==> src/rtl/mem_port_arbiter.sv <==
// mem_port_arbiter: round-robin arbiter of PORTS clients onto one memory controller port.
// Define MEMARB_TIMEOUT_EN to add the WAIT watchdog (TIMEOUT parameter, timeout_err output).
module mem_port_arbiter #(
  parameter int PORTS = 2,
  parameter int ADDR_W = 32,
  parameter int DATA_W = 32
`ifdef MEMARB_TIMEOUT_EN
  , parameter int TIMEOUT = 1023
`endif
) (
  input  logic                       CLK,
  input  logic                       RST,
  input  logic [2*PORTS-1:0]         rw_flag,
  input  logic [ADDR_W*PORTS-1:0]    addr,
  input  logic [DATA_W*PORTS-1:0]    write_data,
  input  logic [DATA_W/8*PORTS-1:0]  write_mask,
  output logic [DATA_W*PORTS-1:0]    read_data,
  output logic [PORTS-1:0]           busy,
  output logic [PORTS-1:0]           done,
  output logic [1:0]                 m_rw_flag,
  output logic [ADDR_W-1:0]          m_addr,
  output logic [DATA_W-1:0]          m_write_data,
  output logic [DATA_W/8-1:0]        m_write_mask,
  input  logic [DATA_W-1:0]          m_read_data,
  input  logic                       m_busy,
  input  logic                       m_done
`ifdef MEMARB_TIMEOUT_EN
  , output logic                     timeout_err
`endif
);
  localparam int MASK_W = DATA_W / 8;
  localparam int IW = $clog2(PORTS);
  localparam logic [IW:0] NP = (IW + 1)'(PORTS);
  typedef enum logic [1:0] {IDLE, ISSUE, WAIT, RESP} state_t;
  state_t state;
  logic [IW-1:0] rr_ptr, idx, pos, gnt_idx;
  logic [IW:0] sum;
  logic [PORTS-1:0] req, rot;
  logic [1:0] op_a [PORTS];
  logic [ADDR_W-1:0] addr_a [PORTS];
  logic [DATA_W-1:0] wd_a [PORTS];
  logic [DATA_W-1:0] rd_a [PORTS];
  logic [MASK_W-1:0] wm_a [PORTS];
`ifdef MEMARB_TIMEOUT_EN
  localparam int CW = $clog2(TIMEOUT + 1);
  logic [CW-1:0] cnt;
`endif
  always_comb begin
    for (int k = 0; k < PORTS; k++) begin
      op_a[k] = rw_flag[2*k +: 2];
      addr_a[k] = addr[ADDR_W*k +: ADDR_W];
      wd_a[k] = write_data[DATA_W*k +: DATA_W];
      wm_a[k] = write_mask[MASK_W*k +: MASK_W];
      req[k] = ^op_a[k];
      read_data[DATA_W*k +: DATA_W] = rd_a[k];
    end
  end
  // rotate so rr_ptr sits at bit 0, take the lowest requester, then rotate the index back
  always_comb begin
    rot = PORTS'({req, req} >> rr_ptr);
    pos = '0;
    for (int k = PORTS - 1; k >= 0; k--) if (rot[k]) pos = IW'(k);
    sum = {1'b0, rr_ptr} + {1'b0, pos};
    gnt_idx = IW'((sum >= NP) ? sum - NP : sum);
  end
  always_ff @(posedge CLK) begin
    if (RST) begin
      state <= IDLE;
      rr_ptr <= '0;
      idx <= '0;
      busy <= '0;
      done <= '0;
      m_rw_flag <= '0;
      m_addr <= '0;
      m_write_data <= '0;
      m_write_mask <= '0;
      for (int k = 0; k < PORTS; k++) rd_a[k] <= '0;
`ifdef MEMARB_TIMEOUT_EN
      cnt <= '0;
      timeout_err <= 1'b0;
`endif
    end else begin
      done <= '0;
`ifdef MEMARB_TIMEOUT_EN
      timeout_err <= 1'b0;
`endif
      case (state)
        IDLE: if (|req && !m_busy) begin
          idx <= gnt_idx;
          busy[gnt_idx] <= 1'b1;
          m_rw_flag <= op_a[gnt_idx];
          m_addr <= addr_a[gnt_idx];
          m_write_data <= wd_a[gnt_idx];
          m_write_mask <= wm_a[gnt_idx];
          state <= ISSUE;
        end
        ISSUE: begin
`ifdef MEMARB_TIMEOUT_EN
          cnt <= '0;
`endif
          state <= WAIT;
        end
        WAIT: begin
`ifdef MEMARB_TIMEOUT_EN
          cnt <= cnt + 1'b1;
          if (m_done || cnt == CW'(TIMEOUT - 1)) begin
            if (m_rw_flag == 2'b01) rd_a[idx] <= m_done ? m_read_data : '1;
            timeout_err <= !m_done;
`else
          if (m_done) begin
            if (m_rw_flag == 2'b01) rd_a[idx] <= m_read_data;
`endif
            m_rw_flag <= '0;
            busy[idx] <= 1'b0;
            done[idx] <= 1'b1;
            state <= RESP;
          end
        end
        RESP: begin
          rr_ptr <= (idx == IW'(PORTS - 1)) ? '0 : idx + 1'b1;
          state <= IDLE;
        end
      endcase
    end
  end
endmodule

==> config.mk <==
export PLATFORM = sky130hd
export DESIGN_NAME = mem_port_arbiter
export DESIGN_NICKNAME = d
export VERILOG_FILES = /design/src/rtl/mem_port_arbiter.sv
export SDC_FILE = /design/constraint.sdc
export NUM_CORES = 1
export LEC_CHECK = 0
export ABC_AREA = 0
export CAP_MARGIN = 40
export CORE_MARGIN = 1.5
export CORE_UTILIZATION = 25
export CTS_CLUSTER_DIAMETER = 60
export DETAILED_ROUTE_END_ITERATION = 8
export DONT_BUFFER_PORTS = 1
export SKIP_CTS_REPAIR_TIMING = 1
export SLEW_MARGIN = 40
export SYNTH_ARGS = -nofsm -noshare
export SYNTH_HDL_FRONTEND = slang
export SYNTH_SLANG_ARGS = --single-unit
==> constraint.sdc <==
create_clock -name CLK -period 2.35 [get_ports CLK]
set_input_delay 0.1175 -clock CLK [delete_from_list [all_inputs] [get_ports CLK]]
set_output_delay 0.1175 -clock CLK [all_outputs]
set_load 0.02 [all_outputs]
==> results.py, run 1 <==
metrics = {
    "status": {
        "status": "stopped before the end",
        "stop_stage": "global routing (5_1_grt)",
        "toolErrorMsg": "[ERROR RSZ-0060] Max buffer count reached.",
    },
    "die": {
        "start_util_pct": 25.7,
        "rows": 55,
        "die_w_microns": 156,
        "die_h_microns": 156,
        "io_pins": 314,
    },
    "yosys": {
        "synth.area.top_cells": "edfxtp_1 33%, dfxtp_1 27%, mux2i_1 12%",
        "synthXorXnorAreaFrac_pct": 0.578,
        "synth_fa_ha_area_share_pct": 0.835,
        "synthFlopType": "dfxtp_1",
        "yosys.area.top_type": "edfxtp_1",
        "yosys-mux-area-fraction_pct": 12.4,
        "synthTopCellsByCount": "78 x dfxtp_1, 73 x a21oi_1, 71 x mux2i_1, 71 x o21ai_0",
        "netlist_area_sq_um": 5840,
        "synth-seq-cells": 142,
        "synth_edf_count": 64,
        "synth_top_area_share_pct": 32.9,
        "synth_most_common_cell": "dfxtp_1",
        "synth_top_family_by_area": "compound AO/OA/AOI/OAI gates",
        "yosysWarnings": 0,
        "ys_types": 40,
        "seq_area_frac_synth_pct": 59.6,
        "async_flop_share_pct": 0,
        "synth_compound_area_share_pct": 14.3,
        "synth_fp_nets": 689,
        "syn_area_per_cell_sq_um": 11.5,
        "yosys.area_share.simple_pct": 8.91,
        "syn_inst": 510,
    },
    "placed_design": {
        "post-dp-hpwl_microns": 11200,
        "gp_congestion": 0.802,
        "dpl_cell_area_sq_um": 6210,
        "port_buffers": 0,
    },
    "clocking": {
        "cts_max_level": 4,
        "cts_buffer_depth": 2,
        "clock-root-buffer": "clkbuf_16",
        "clock_sinks": 142,
        "numCtsBuffers": 17,
    },
    "grt": {
        "grt_start_max_net_pins": 99,
    },
}
-- kinds of logic after synthesis --
| family | Yosys count |
|---|---|
| adders and majority gates | 4 |
| xor gates and xnor gates | 3 |
| and+or+nand+nor | 86 |
| buffers and inverters | 46 |
| AOI/OAI and AO/OA | 157 |
| DFF | 142 |
| muxes | 72 |
-- stage by stage --
step	instances	utilization (%)	hold WS, ps	setup slack [ps]
2_1_floorplan	510	-	309	272
3_5_place_dp	799	27.3	194	352
3_3_place_gp	799	27.3	191	383
4_1_cts	831	29.7	-255	328
==> run 2, diff against run 1 <==
--- a/config.mk
+++ b/config.mk
@@ -8,10 +8,10 @@
 export ABC_AREA = 0
 export CAP_MARGIN = 40
 export CORE_MARGIN = 1.5
-export CORE_UTILIZATION = 25
-export CTS_CLUSTER_DIAMETER = 60
+export CORE_UTILIZATION = 20
 export DETAILED_ROUTE_END_ITERATION = 8
 export DONT_BUFFER_PORTS = 1
+export PLACE_DENSITY_LB_ADDON = 0.15
 export SKIP_CTS_REPAIR_TIMING = 1
 export SLEW_MARGIN = 40
 export SYNTH_ARGS = -nofsm -noshare
==> run 2 against run 1 <==
Synthesized cell count did not move. The flow now finishes without violations. Synthesized area unchanged.
==> results.py, run 2 <==
metrics = {
    "sta": {
        "slew_headroom_pct": 60.6,
        "rsz0062_at_grt": "no",
        "drv_slew": 0,
        "tightest_slew_ps": 591,
        "min_period_ps": 2240,
        "clock.fmax_mhz": 447,
        "finalCritPeriodShare_pct": 95.2,
        "setup_viol": 0,
        "hold_violations": 0,
        "setup_tns_ps": 0,
        "worst_clock_skew_ps": 19.7,
    },
    "grt": {
        "grt_pass1_wl_microns": 23500,
        "grt_overflow": 0,
        "first_global_vias": 3936,
        "gr-usage-all-layers_pct": 10.2,
        "grt_start_max_net_pins": 70,
        "antenna_found_initial": 0,
    },
    "die": {
        "die_h_microns": 174,
        "fp.dieArea_sq_um": 30300,
        "rows": 62,
        "die_w_microns": 174,
        "core_sq_um": 28700,
        "io_pins": 314,
        "start_util_pct": 20.4,
    },
    "setup_path": {
        "reg2reg_to": "m_write_data[2]",
        "r2r_cells": 5,
        "slowest_delay_ps": 620,
        "critPathMaxFanout": 69,
        "start_kind": "flop",
        "timing.critical_path.to_type": "flop",
        "critPathArrivalTime_ps": 2540,
        "r2r_start": "rr_ptr",
        "crit_path_top_delay_cell": "dlygate4sd3_1",
        "critPathKind": "flop to flop",
        "rrSetupSlack_ps": 110,
        "required_ps": 2660,
        "cp_cell_sequence": "maj3_4 -> buf_12 -> mux2i_1 -> dlygate4sd3_1 -> a21oi_1",
    },
    "final_layout": {
        "final_common_cell": "dlygate4sd3_1",
        "nNetsFinal": 851,
        "layout-drive-gt1-share_pct": 7.45,
        "num_antenna_cells": 0,
        "largest_register_ffs": 64,
        "top_regs": "rd_a x64, m_addr x32, m_write_data x32",
        "area_delta_synth_final_pct": 46.7,
        "largest_register": "rd_a",
        "stdcell_area_sq_um": 8570,
        "final_cell_mix": "171 x dlygate4sd3_1, 78 x dfxtp_1, 73 x a21oi_1, 71 x mux2i_1, 71 x o21ai_0",
    },
    "clocking": {
        "clock-root-buffer": "clkbuf_16",
        "cts_max_level": 4,
        "clk_latency_ps": 430,
        "cts_buffer_depth": 2,
        "clock_sinks": 142,
        "cts_tree": "built",
        "clk_pin_slew_ps": 70,
        "numCtsBuffers": 17,
    },
    "routing": {
        "drtAntennaViolNets": 0,
        "vias_per_cell": 4.21,
        "drc": 0,
        "totalWireLength_microns": 17500,
        "dr.pass1.iters": 5,
        "avgRoutedWirePerCell_microns": 16.4,
        "drtIter0Drc": 241,
        "num_vias": 4505,
    },
    "yosys": {
        "netlist_area_sq_um": 5840,
        "synth_fp_nets": 689,
        "synth_top_family_by_area": "compound AO/OA/AOI/OAI gates",
        "yosysWarnings": 0,
        "synth_top_area_share_pct": 32.9,
        "synthXorXnorAreaFrac_pct": 0.578,
        "seq_area_frac_synth_pct": 59.6,
        "syn_inst": 510,
        "synth-seq-cells": 142,
        "synth_compound_area_share_pct": 14.3,
        "synth.area.top_cells": "edfxtp_1 33%, dfxtp_1 27%, mux2i_1 12%",
        "synth_most_common_cell": "dfxtp_1",
        "synth_edf_count": 64,
        "async_flop_share_pct": 0,
        "yosys.area_share.simple_pct": 8.91,
        "ys_types": 40,
        "syn_area_per_cell_sq_um": 11.5,
        "synthTopCellsByCount": "78 x dfxtp_1, 73 x a21oi_1, 71 x mux2i_1, 71 x o21ai_0",
        "synthFlopType": "dfxtp_1",
        "yosys.area.top_type": "edfxtp_1",
        "synth_fa_ha_area_share_pct": 0.835,
        "yosys-mux-area-fraction_pct": 12.4,
    },
    "power": {
        "p_clk_share_pct": 33.5,
        "powerDensity_nw_per_um2": 951,
        "leakage_nw": 3.19,
        "p_int_mw": 5.32,
        "ir_drop_mv": 0.348,
        "pwr-share-comb_pct": 19.5,
        "power.share.sequential_pct": 47.0,
        "net-switching-power_mw": 2.83,
        "swShare_pct": 34.8,
    },
    "worst_hold_path": {
        "min_to": "m_rw_flag[1]",
        "min_path_cells": 3,
        "hp-class": "input pin to flop",
        "min-delay-start": "rw_flag[1]",
    },
    "placed_design": {
        "dpl_cell_area_sq_um": 6280,
        "gp_congestion": 0.738,
        "port_buffers": 0,
        "post-dp-hpwl_microns": 10900,
    },
    "flow_run": {
        "drv_cap": 0,
    },
    "status": {
        "status": "complete, no violations",
    },
}
## run 2: cell counts after synthesis
No cell type changed its count.
## run 2: cell families (layout without fill, tap and decap cells)
group           count (synthesis)  in the layout
fa+ha+maj                       4              4
compound gates                157            157
xor+xnor                        3              3
mux                            72             72
flops                         142            142
simple gates                   86             86
buf+inv                        46            221
## run 2: worst max-delay path: cells and delay by family, from the launching register on
kind,cells,cell delay [ps]
buf+inv,2,940
mux,1,290
fa+ha+maj,1,240
flops,1,450
compound gates,1,90
## run 2: stage by stage
step	power, mW	util (%)	setup WS (ps)	instances	hold WS (ps)
floorplan	4.69	-	272	510	309
global placement	5.09	21.9	280	866	191
detailed placement	5.10	21.9	249	866	191
CTS	7.89	23.9	226	898	-262
global route	8.60	29.9	13.1	1069	38.0
finish	8.15	29.9	114	1069	46.6
## run 2: layout make-up
class,count,area [sq um]
Clock inverter,15,146
Multi-Input combinational cell,322,2180
Clock buffer,17,425
Sequential cell,142,3480
Inverter,7,26.3
Fill cell,2970,20100
Timing Repair Buffer,182,1830
Tap cell,384,480
## run 2: how the worst max path moves through the flow
stage | to | depth (start not counted) | slack [ps] | start
after floorplan | rd_a[0][0] | 7 | 270 | state[0]
after global placement | rd_a[0][15] | 6 | 280 | state[0]
after detailed placement | rd_a[0][1] | 6 | 250 | state[0]
after CTS | rd_a[0][29] | 6 | 230 | state[0]
after global routing | m_write_data[2] | 5 | 10 | rr_ptr
final | m_write_data[2] | 5 | 110 | rr_ptr
## run 2: layer usage
metal	routed length, microns	vias up	track usage [%]
met4	172	0	3.13
li1	-	2166	-
met5	0	-	0
met3	1700	9	5.31
met2	8440	248	16.4
met1	7230	2082	11.9
## run 2: power by group through the flow
stage,clock network (mW),registers (mW),logic [mW]
after detailed placement,0,3.88,1.21
after global placement,0,3.90,1.19
after CTS,2.83,3.84,1.22
after global routing,2.94,3.89,1.76
after floorplan,0,3.75,0.944
final,2.73,3.83,1.59
(Power assumes the default switching activity.)
